==> src/rtl/ssd_driver.sv <==
// ssd_driver: four-digit common-anode seven-segment driver.
// A sequential double-dabble converter turns the 13-bit binary input into
// four BCD digits. The digits are held in a display buffer and scanned onto
// the anodes at a rate set by REFRESH_DIV.
// Optional feature macro: SSD_LEADING_ZERO_BLANK_EN blanks leading zero digits.
module ssd_driver #(
   parameter int REFRESH_DIV = 100000
) (
   input  logic        clk,
   input  logic        rst,
   input  logic [12:0] value,
   output logic [3:0]  anode,
   output logic [6:0]  cathode,
   output logic        busy
);

   localparam int CW = (REFRESH_DIV > 1) ? $clog2(REFRESH_DIV) : 1;
   localparam logic [CW-1:0] REF_LAST = CW'(REFRESH_DIV - 1);

   typedef enum logic [1:0] {IDLE, CONVERT, UPDATE} state_t;

   state_t        state_q, state_d;
   logic [12:0]   cap_q, cap_d;
   logic [12:0]   bin_q, bin_d;
   logic [15:0]   bcd_q, bcd_d;
   logic [15:0]   buf_q, buf_d;
   logic [3:0]    bitcnt_q, bitcnt_d;
   logic          force_q, force_d;
   logic          busy_q, busy_d;
   logic [15:0]   adj;
   logic [28:0]   shifted;

   logic [CW-1:0] refcnt_q;
   logic [1:0]    idx_q;
   logic [3:0]    anode_q;
   logic [6:0]    cathode_q;
   logic [3:0]    nib;
   logic [6:0]    seg_d;

   // Active-low segment pattern {g,f,e,d,c,b,a}; non-decimal nibbles stay dark.
   function automatic logic [6:0] seg_decode(input logic [3:0] n);
      case (n)
         4'd0:    seg_decode = 7'b1000000;
         4'd1:    seg_decode = 7'b1111001;
         4'd2:    seg_decode = 7'b0100100;
         4'd3:    seg_decode = 7'b0110000;
         4'd4:    seg_decode = 7'b0011001;
         4'd5:    seg_decode = 7'b0010010;
         4'd6:    seg_decode = 7'b0000010;
         4'd7:    seg_decode = 7'b1111000;
         4'd8:    seg_decode = 7'b0000000;
         4'd9:    seg_decode = 7'b0010000;
         default: seg_decode = 7'b1111111;
      endcase
   endfunction

   // Double-dabble correction: any BCD nibble of 5 or more gets +3 before the shift.
   function automatic logic [15:0] dabble_adjust(input logic [15:0] b);
      logic [15:0] r;
      r = b;
      for (int i = 0; i < 4; i++) begin
         if (b[i*4 +: 4] >= 4'd5) r[i*4 +: 4] = b[i*4 +: 4] + 4'd3;
      end
      return r;
   endfunction

   // Converter next-state: capture on change (or forced after reset), shift 13 times, publish.
   always_comb begin
      state_d  = state_q;
      cap_d    = cap_q;
      bin_d    = bin_q;
      bcd_d    = bcd_q;
      buf_d    = buf_q;
      bitcnt_d = bitcnt_q;
      force_d  = force_q;
      busy_d   = busy_q;
      adj      = dabble_adjust(bcd_q);
      shifted  = {adj, bin_q} << 1;
      case (state_q)
         IDLE: begin
            if (force_q || (value != cap_q)) begin
               cap_d    = value;
               bin_d    = value;
               bcd_d    = 16'd0;
               force_d  = 1'b0;
               bitcnt_d = 4'd12;
               busy_d   = 1'b1;
               state_d  = CONVERT;
            end
         end
         CONVERT: begin
            {bcd_d, bin_d} = shifted;
            if (bitcnt_q == 4'd0) state_d = UPDATE;
            else                  bitcnt_d = bitcnt_q - 4'd1;
         end
         UPDATE: begin
            buf_d   = bcd_q;
            busy_d  = 1'b0;
            state_d = IDLE;
         end
         default: state_d = IDLE;
      endcase
   end

   // Converter state and the buffer/capture registers that have defined reset values.
   always_ff @(posedge clk) begin
      if (!rst) begin
         state_q  <= IDLE;
         cap_q    <= 13'd0;
         buf_q    <= 16'd0;
         bitcnt_q <= 4'd0;
         force_q  <= 1'b1;
         busy_q   <= 1'b0;
      end else begin
         state_q  <= state_d;
         cap_q    <= cap_d;
         buf_q    <= buf_d;
         bitcnt_q <= bitcnt_d;
         force_q  <= force_d;
         busy_q   <= busy_d;
      end
   end

   // Scratch shift registers; always reloaded at capture, so they need no reset.
   always_ff @(posedge clk) begin
      bin_q <= bin_d;
      bcd_q <= bcd_d;
   end

   // Select the buffer nibble for the digit being scanned and form its segments.
   always_comb begin
      case (idx_q)
         2'd0:    nib = buf_q[3:0];
         2'd1:    nib = buf_q[7:4];
         2'd2:    nib = buf_q[11:8];
         default: nib = buf_q[15:12];
      endcase
`ifdef SSD_LEADING_ZERO_BLANK_EN
      case (idx_q)
         2'd1:    seg_d = (buf_q[15:4] == 12'd0) ? 7'b1111111 : seg_decode(nib);
         2'd2:    seg_d = (buf_q[15:8] == 8'd0)  ? 7'b1111111 : seg_decode(nib);
         2'd3:    seg_d = (buf_q[15:12] == 4'd0) ? 7'b1111111 : seg_decode(nib);
         default: seg_d = seg_decode(nib);
      endcase
`else
      seg_d = seg_decode(nib);
`endif
   end

   // Refresh divider, digit index and registered anode/cathode outputs.
   always_ff @(posedge clk) begin
      if (!rst) begin
         refcnt_q  <= '0;
         idx_q     <= 2'd0;
         anode_q   <= 4'b1111;
         cathode_q <= 7'b1111111;
      end else begin
         if (refcnt_q == REF_LAST) begin
            refcnt_q <= '0;
            idx_q    <= idx_q + 2'd1;
         end else begin
            refcnt_q <= refcnt_q + 1'b1;
         end
         anode_q   <= ~(4'b0001 << idx_q);
         cathode_q <= seg_d;
      end
   end

   assign anode   = anode_q;
   assign cathode = cathode_q;
   assign busy    = busy_q;

endmodule

==> config.mk <==
export PLATFORM = sky130hd
export DESIGN_NAME = ssd_driver
export DESIGN_NICKNAME = d
export VERILOG_FILES = /design/src/rtl/ssd_driver.sv
export SDC_FILE = /design/constraint.sdc
export NUM_CORES = 1
export LEC_CHECK = 0
export ABC_AREA = 0
export BUFFER_PORTS_ARGS = -buffer_cell sky130_fd_sc_hd__clkbuf_2
export CORE_ASPECT_RATIO = 0.7
export CORE_UTILIZATION = 54
export CTS_CLUSTER_DIAMETER = 100
export DETAILED_ROUTE_END_ITERATION = 8
export PLACE_DENSITY = 0.77
export SYNTH_ARGS = -nofsm -noshare
export SYNTH_HDL_FRONTEND = slang
export SYNTH_SLANG_ARGS = --single-unit
==> constraint.sdc <==
create_clock -name clk -period 2.3 [get_ports clk]
set_input_delay 0.23 -clock clk [delete_from_list [all_inputs] [get_ports clk]]
set_output_delay 0.23 -clock clk [all_outputs]
set_load 0.005 [all_outputs]
# [After elaboration in Yosys (flattened, before gate mapping)]
# Memory sizes are Yosys's and may differ from the RTL's. A register that Yosys moved wholly into a read port is not among the register bits.
# Cells that the tools add are included.
[op_classes] n_reduce_logical=13 n_shift=1 eq_ne=9 n_bitwise=2 order_cmp=4 multipliers=0 add_sub_neg=7 n_div=0 mux=17
[ops] op="case mux 16 bit (2 select lines)" n=1
[ops] op="case mux 13 bit (2 select lines)" n=1
[ops] op="two-way mux 4 bit" n=5
[ops] op="adder 17 x 1 -> 17 bit (second input constant)" n=1
[ops] op="equality test 17 bit (second input constant)" n=1
[ops] op=">= comparator 4 x 3 -> 1 bit (second input constant)" n=4
[ops] op="two-way mux 16 bit" n=1
[ops] op="two-way mux 13 bit" n=1
[ops] op="!= test 13 bit" n=1
[ops] op="adder 4 x 2 -> 4 bit (second input constant)" n=3
[ops] op="case mux 4 bit (3 select lines)" n=1
[ops] op="case mux 4 bit (2 select lines)" n=1
[ops] op="AND reduction 2 bit" n=4
[ops] op="!= test 2 bit (second input constant)" n=3
[ops] op="equality test 2 x 1 -> 1 bit (second input constant)" n=2
[ops] op="equality test 2 bit (second input constant)" n=2
[ops] op="zero test 2 bit" n=2
[ops] op="zero test 4 bit" n=1
[ops] op="two-way mux 2 bit" n=2
[ops] op="inverter 4 bit" n=1
[ops] op="case mux 2 bit (2 select lines)" n=1
[ops] op="nonzero test 2 bit" n=2
[ops] op="<< shifter 1 x 2 -> 4 bit (first input constant)" n=1
[ops] op="subtractor 4 x 1 -> 4 bit (second input constant)" n=1
[ops] op="10 further kinds" n=10
[totals] memories=1 mem_bits_rw=0 reg_bits=89 latchBits=0 in_bits=15 romBits=112 out_inout_bits=12 word_cells=65
[memory_table] name="(name not given)" depth=16 width=7 rd=1 rd_ports_with_merged_regs=1 write_ports=0 line="42" rtl="case (n)"

# [Longest topological paths before layout]
[depth] depth_word=4 mapped_depth=9 depth_no_buf=9

# [Least setup slack after synthesis]
# OpenSTA, ideal clock, no wires.
[synth_timing] path_kind="register -> register" from="register cap_q[1]" to="register bcd_q[0], enable pin" path_stages_with_launch=6 arrival_ns=1.891 period_less_slack_ns=2.306 setup_ns=0.415 required_ns=1.885 path_slack_ns=-0.006 n_path_buf=0 path_cell_list="dfxtp_1 -> xor2_1 -> nor4_1 -> nand4_1 -> nor2_1 -> nor2_1"
[synth_between] elab_chain_len=4
[synth_lines] item="start, declared" line="23" rtl="logic [12:0] cap_q, cap_d;"
[synth_lines] item="start signal, assigned" line="116" rtl="cap_q <= cap_d;"
[synth_lines] item="!= test 13 bit" line="81" rtl="if (force_q || (value != cap_q)) begin"
[synth_lines] item="logical OR 1 bit" line="81"
[synth_lines] item="!= test 2 bit (no source line)"
[synth_lines] item="AND reduction 2 bit (no source line)"
[synth_lines] item="end signal, assigned" line="127" rtl="bcd_q <= bcd_d;"
[synth_lines] item="end, declared" line="25" rtl="logic [15:0] bcd_q, bcd_d;"
# No other way between the ends.
# A chain may end at the register's enable or synchronous reset.

# [Worst setup path after layout]
[layout_timing] from="register idx_q[0]" to="register cathode_q[6], in the netlist cathode[6]"
[layout_between] elab_chain_len=2 elab_cells_between_ends=4 cone_classes="eq/ne: 2; mux: 1; reduce/logical: 1"
[layout_lines] item="start, declared" line="34" rtl="logic [1:0] idx_q;"
[layout_lines] item="start signal, assigned" line="160" rtl="idx_q <= idx_q + 2'd1;"
[layout_lines] item="equality test 2 bit, or another cell as far along" line="132" rtl="case (idx_q)"
[layout_lines] item="case mux 4 bit (3 select lines) (*)" line="132"
[layout_lines] item="end, declared" line="36" rtl="logic [6:0] cathode_q;"
# Every way passes the cells marked *; elsewhere a longest branch is shown, timed or not.

==> results.md <==
- The first global-routing pass estimated roughly 14000 um of wire.
- The share of synthesized area occupied by flip-flops and latches is 0.496.
- The flip-flop and latch count after synthesis is between 90 and 100.
- The routed length per instance is around 14 um.
- Detailed placement ended at an HPWL of ~5700 um.
- In this run the tool buffered the top-level ports with 26 buffer cells.
- The later pin in the worst-skew pair is clocked with a latency of 0.34 ns.
- Once layout is complete, the cells apart from fillers number between 600 and 700.
- The core outline area is 0.00794 mm2.
- The total count of hold-check failures in the final report is 0.
- After technology mapping, the gate count stands at around 490.
- The number of antenna diodes in the final layout is 0.
- The routed design could run at a clock period as short as roughly 2.2 ns.
- The area share of fa/ha/maj cells after synthesis is 0.0505.
- At the worst endpoint, the required time is about 2.5 ns.
- The initial antenna violation count is 0.
- The data arrival at the endpoint of the critical path is 2.36 ns.
- The highest fanout seen on the critical path is 5.
- Synthesis produced a netlist with a net count of 519.
- The count of different cell masters after synthesis is 40.
- Once layout is done, the placed cells without fillers occupy 0.00495 mm2.
- After global routing the overflow that remains totals 0.
- The starting density of the core is 0.562.
- The number of enable flip-flop cells after synthesis is 29.
- The number of setup violations in the final report is 0.
- The die covers 0.00864 mm2.
- The proportion of netlist area held by the largest area contributor is 0.301.
- The share of layout cells above drive strength 1 is 0.113.
- The clock net in this run drives a total of 96 sinks.
- The via count of the first global-routing pass is 3048.
- The clock passes through at most 2 buffers.
- The synthesized-area fraction occupied by xor and xnor cells is 0.0707.
- In the routed layout, each cell is associated on average with a via count of ~5.2.
- The maximum clock frequency is ~460 MHz.
- The final sum of negative setup slack is 0 ns.
- Sorting the synthesized cells by how often they occur yields nand2_1 (116), dfxtp_1 (67), nor2_1 (46).
- For the pin with the worst max-slew slack, the measured transition is around 0.66 ns.
- The DRC marker count from the first detailed-route iteration is 215.
- The CTS buffer count is 9.
- The cell count after placement is 598.
- The buffers inserted during post-CTS setup optimization is 0.
- The antenna violation net count after detailed routing is 0.
- The most used flip-flop cell after synthesis is dfxtp_1.
- TritonCTS built the clock tree.
- The main combinational cell family by area after synthesis is simple AND/OR/NAND/NOR gates.
- The biggest cell delay along the critical path is about 0.43 ns.
- Entering global routing, the biggest net connects 63 pins.
- Summed over all instances, the cell type with the most area after synthesis is dfxtp_1.
- The horizontal die dimension is 111 um.
- The static leakage is 2.02 nW.
- The number of pins exceeding their max-slew limit in the final report is 0.
- Yosys printed 0 warnings.
- The share of async-settable or async-resettable flops after synthesis is 0.
- Across the run, the number of max-cap violations was 0.
- The tightest min-delay check is of the in2reg type.
- For the final database, setup skew stands at between 0.004 and 0.005 ns.
- The worst setup path is launched from a flop.
- The library cell used as clock root buffer is clkbuf_16.
- IR analysis of the VDD net gives a maximum drop of 0.000470 V.
- Setup repair after global routing left no endpoint under its margin.
- Yosys attributes the largest share of cell area to dfxtp_1 (30%), edfxtp_1 (20%), nand2_1 (9.8%), ha_1 (5.0%), xor2_1 (4.3%).
- In the final design database the tool counted roughly 540 nets.
- 27 I/O pins were placed.
- Walking the worst path, the cells encountered are inv_1 > ha_1 > a222oi_1 > mux2i_1 > ha_2 > mux2_2 > nor2_1 > o21ai_0.
- Together, buffers and inverters on the worst path number 1.
- The run finished with clean final reports.
- The clock-pin slew on the worst setup and hold paths is around 0.06 ns.
- The area of the mapped netlist is roughly 0.0045 mm2.
- The congestion estimate from routability-driven global placement came to 0.874.
- The worst setup path is captured at a flop.
- In the global route stage, overall resource usage came out at 0.209.
- The period utilization is 0.943.
- The slowest cell on the critical path is a222oi_1.
- Measured against the total synthesized area, the mux share comes to 0.0393.
- The overall routed net length is 8520 um.
- The post-cts gate resize count is 0.
- The chip height is approximately 78 um.
- The floorplan row count is 27.
- The gate family responsible for the most delay along the worst path is compound AO/OA/AOI/OAI gates.
- The placed standard-cell area is approximately 0.0047 mm2.
- The number of detailed-routing iterations run before antenna repair is 4.
- The power density normalized to cell area is between 800 and 900 mW/mm2.
- The basic-gate share of the synthesized area counting and, or, nand and nor cells is 0.209.
- Relative to the synthesized area, the layout overhead comes to 10.9%.
- The setup path with the least slack is of type reg2reg.
- The average cell area after synthesis is around 9.2 um2.
- In the routed design, unresolved DRC markers number 0.
- The total number of vias is approximately 3200.
- The worst pin sits at a relative slew slack of 0.559.
- The smallest hold slack is between 0.1 and 0.15 ns.
- In this run, post-CTS hold repair placed 0 buffers.
- The complex-gate fraction of the synthesized area was 0.0897.
- The most frequent cell after synthesis is nand2_1.
- The number of H-tree branching levels is 3.
[logic make-up (layout without fill, tap and decap cells)]
family / Yosys count / after routing
flops: 96 / 96
xor+xnor: 36 / 36
simple gates: 215 / 215
compound gates: 61 / 61
buf+inv: 43 / 70
mux: 17 / 17
fa+ha+maj: 18 / 18
[report_power, final]
group	switching (mW)	internal [mW]	total, mW
clock	0.631	0.839	1.47
sequential	0.117	1.94	2.05
combinational	0.334	0.228	0.562
[final timing paths]
kind,start,endpoint,slack (ns),cells after the start
worst max-delay path,idx_q[0],cathode[6],0.13,8
worst min-delay path,value[6],cap_q[6],0.15,3
worst max register to register,idx_q[0],cathode[6],0.13,8
worst min register to register,force_q,force_q,0.47,2
[flip-flops by register name, summed over array words and instances, names as in the netlist]
name      flops
anode         4
bin_q        13
state_q       2
cathode       7
buf_q        16
refcnt_q     17
bcd_q        16
cap_q        13
busy          1
bitcnt_q      4
idx_q         2
force_q       1
[tightest hold or removal path, cell delays in order]
cell,delay (ns)
clkbuf_2,0.10
nand2_1,0.06
mux2i_1,0.06
[stage by stage]
stage | total power, mW | utilization | worst slack [ns]
floorplan | 2.49 | - | 0.294
global placement | 2.61 | 0.586 | 0.145
detailed placement | 2.64 | 0.586 | 0.0587
CTS | 4.11 | 0.622 | 0.0394
global route | 4.27 | 0.623 | 0.0205
finish | 4.08 | 0.623 | 0.131
[cell usage in the layout (no fill, tap or decap), types with 7 or more instances in the layout]
cell type | netlist | final
nor2_1 | 46 | 45
o21ai_0 | 14 | 13
xnor2_1 | 14 | 14
a21boi_0 | 20 | 20
nand3_1 | 11 | 11
clkbuf_2 | 0 | 26
nor3_1 | 9 | 9
dfxtp_1 | 67 | 65
inv_1 | 21 | 21
xor2_1 | 22 | 22
mux2i_1 | 13 | 13
ha_1 | 18 | 17
buf_4 | 2 | 7
clkbuf_16 | 0 | 9
a21oi_1 | 14 | 14
nand2_1 | 116 | 116
edfxtp_1 | 29 | 29
[final cells by class]
cell class / instances / area, um2
clock buffers: 10 / 229
clock inverters: 6 / 58.8
fillers: 644 / 2990
inverters: 21 / 78.8
multi-input cells: 347 / 2060
flip-flops and latches: 96 / 2210
well taps: 101 / 126
repair buffers: 33 / 183
[routing by layer]
metal  global-route usage  up-vias  part of all wire
li1                     -     1660                 -
met1                0.289     1500              0.50
met2                0.316       52              0.45
met3               0.0595        8             0.041
met4               0.0667        0             0.012
met5                    0        -                 0
No activity file was read; power rests on OpenSTA's default activity.
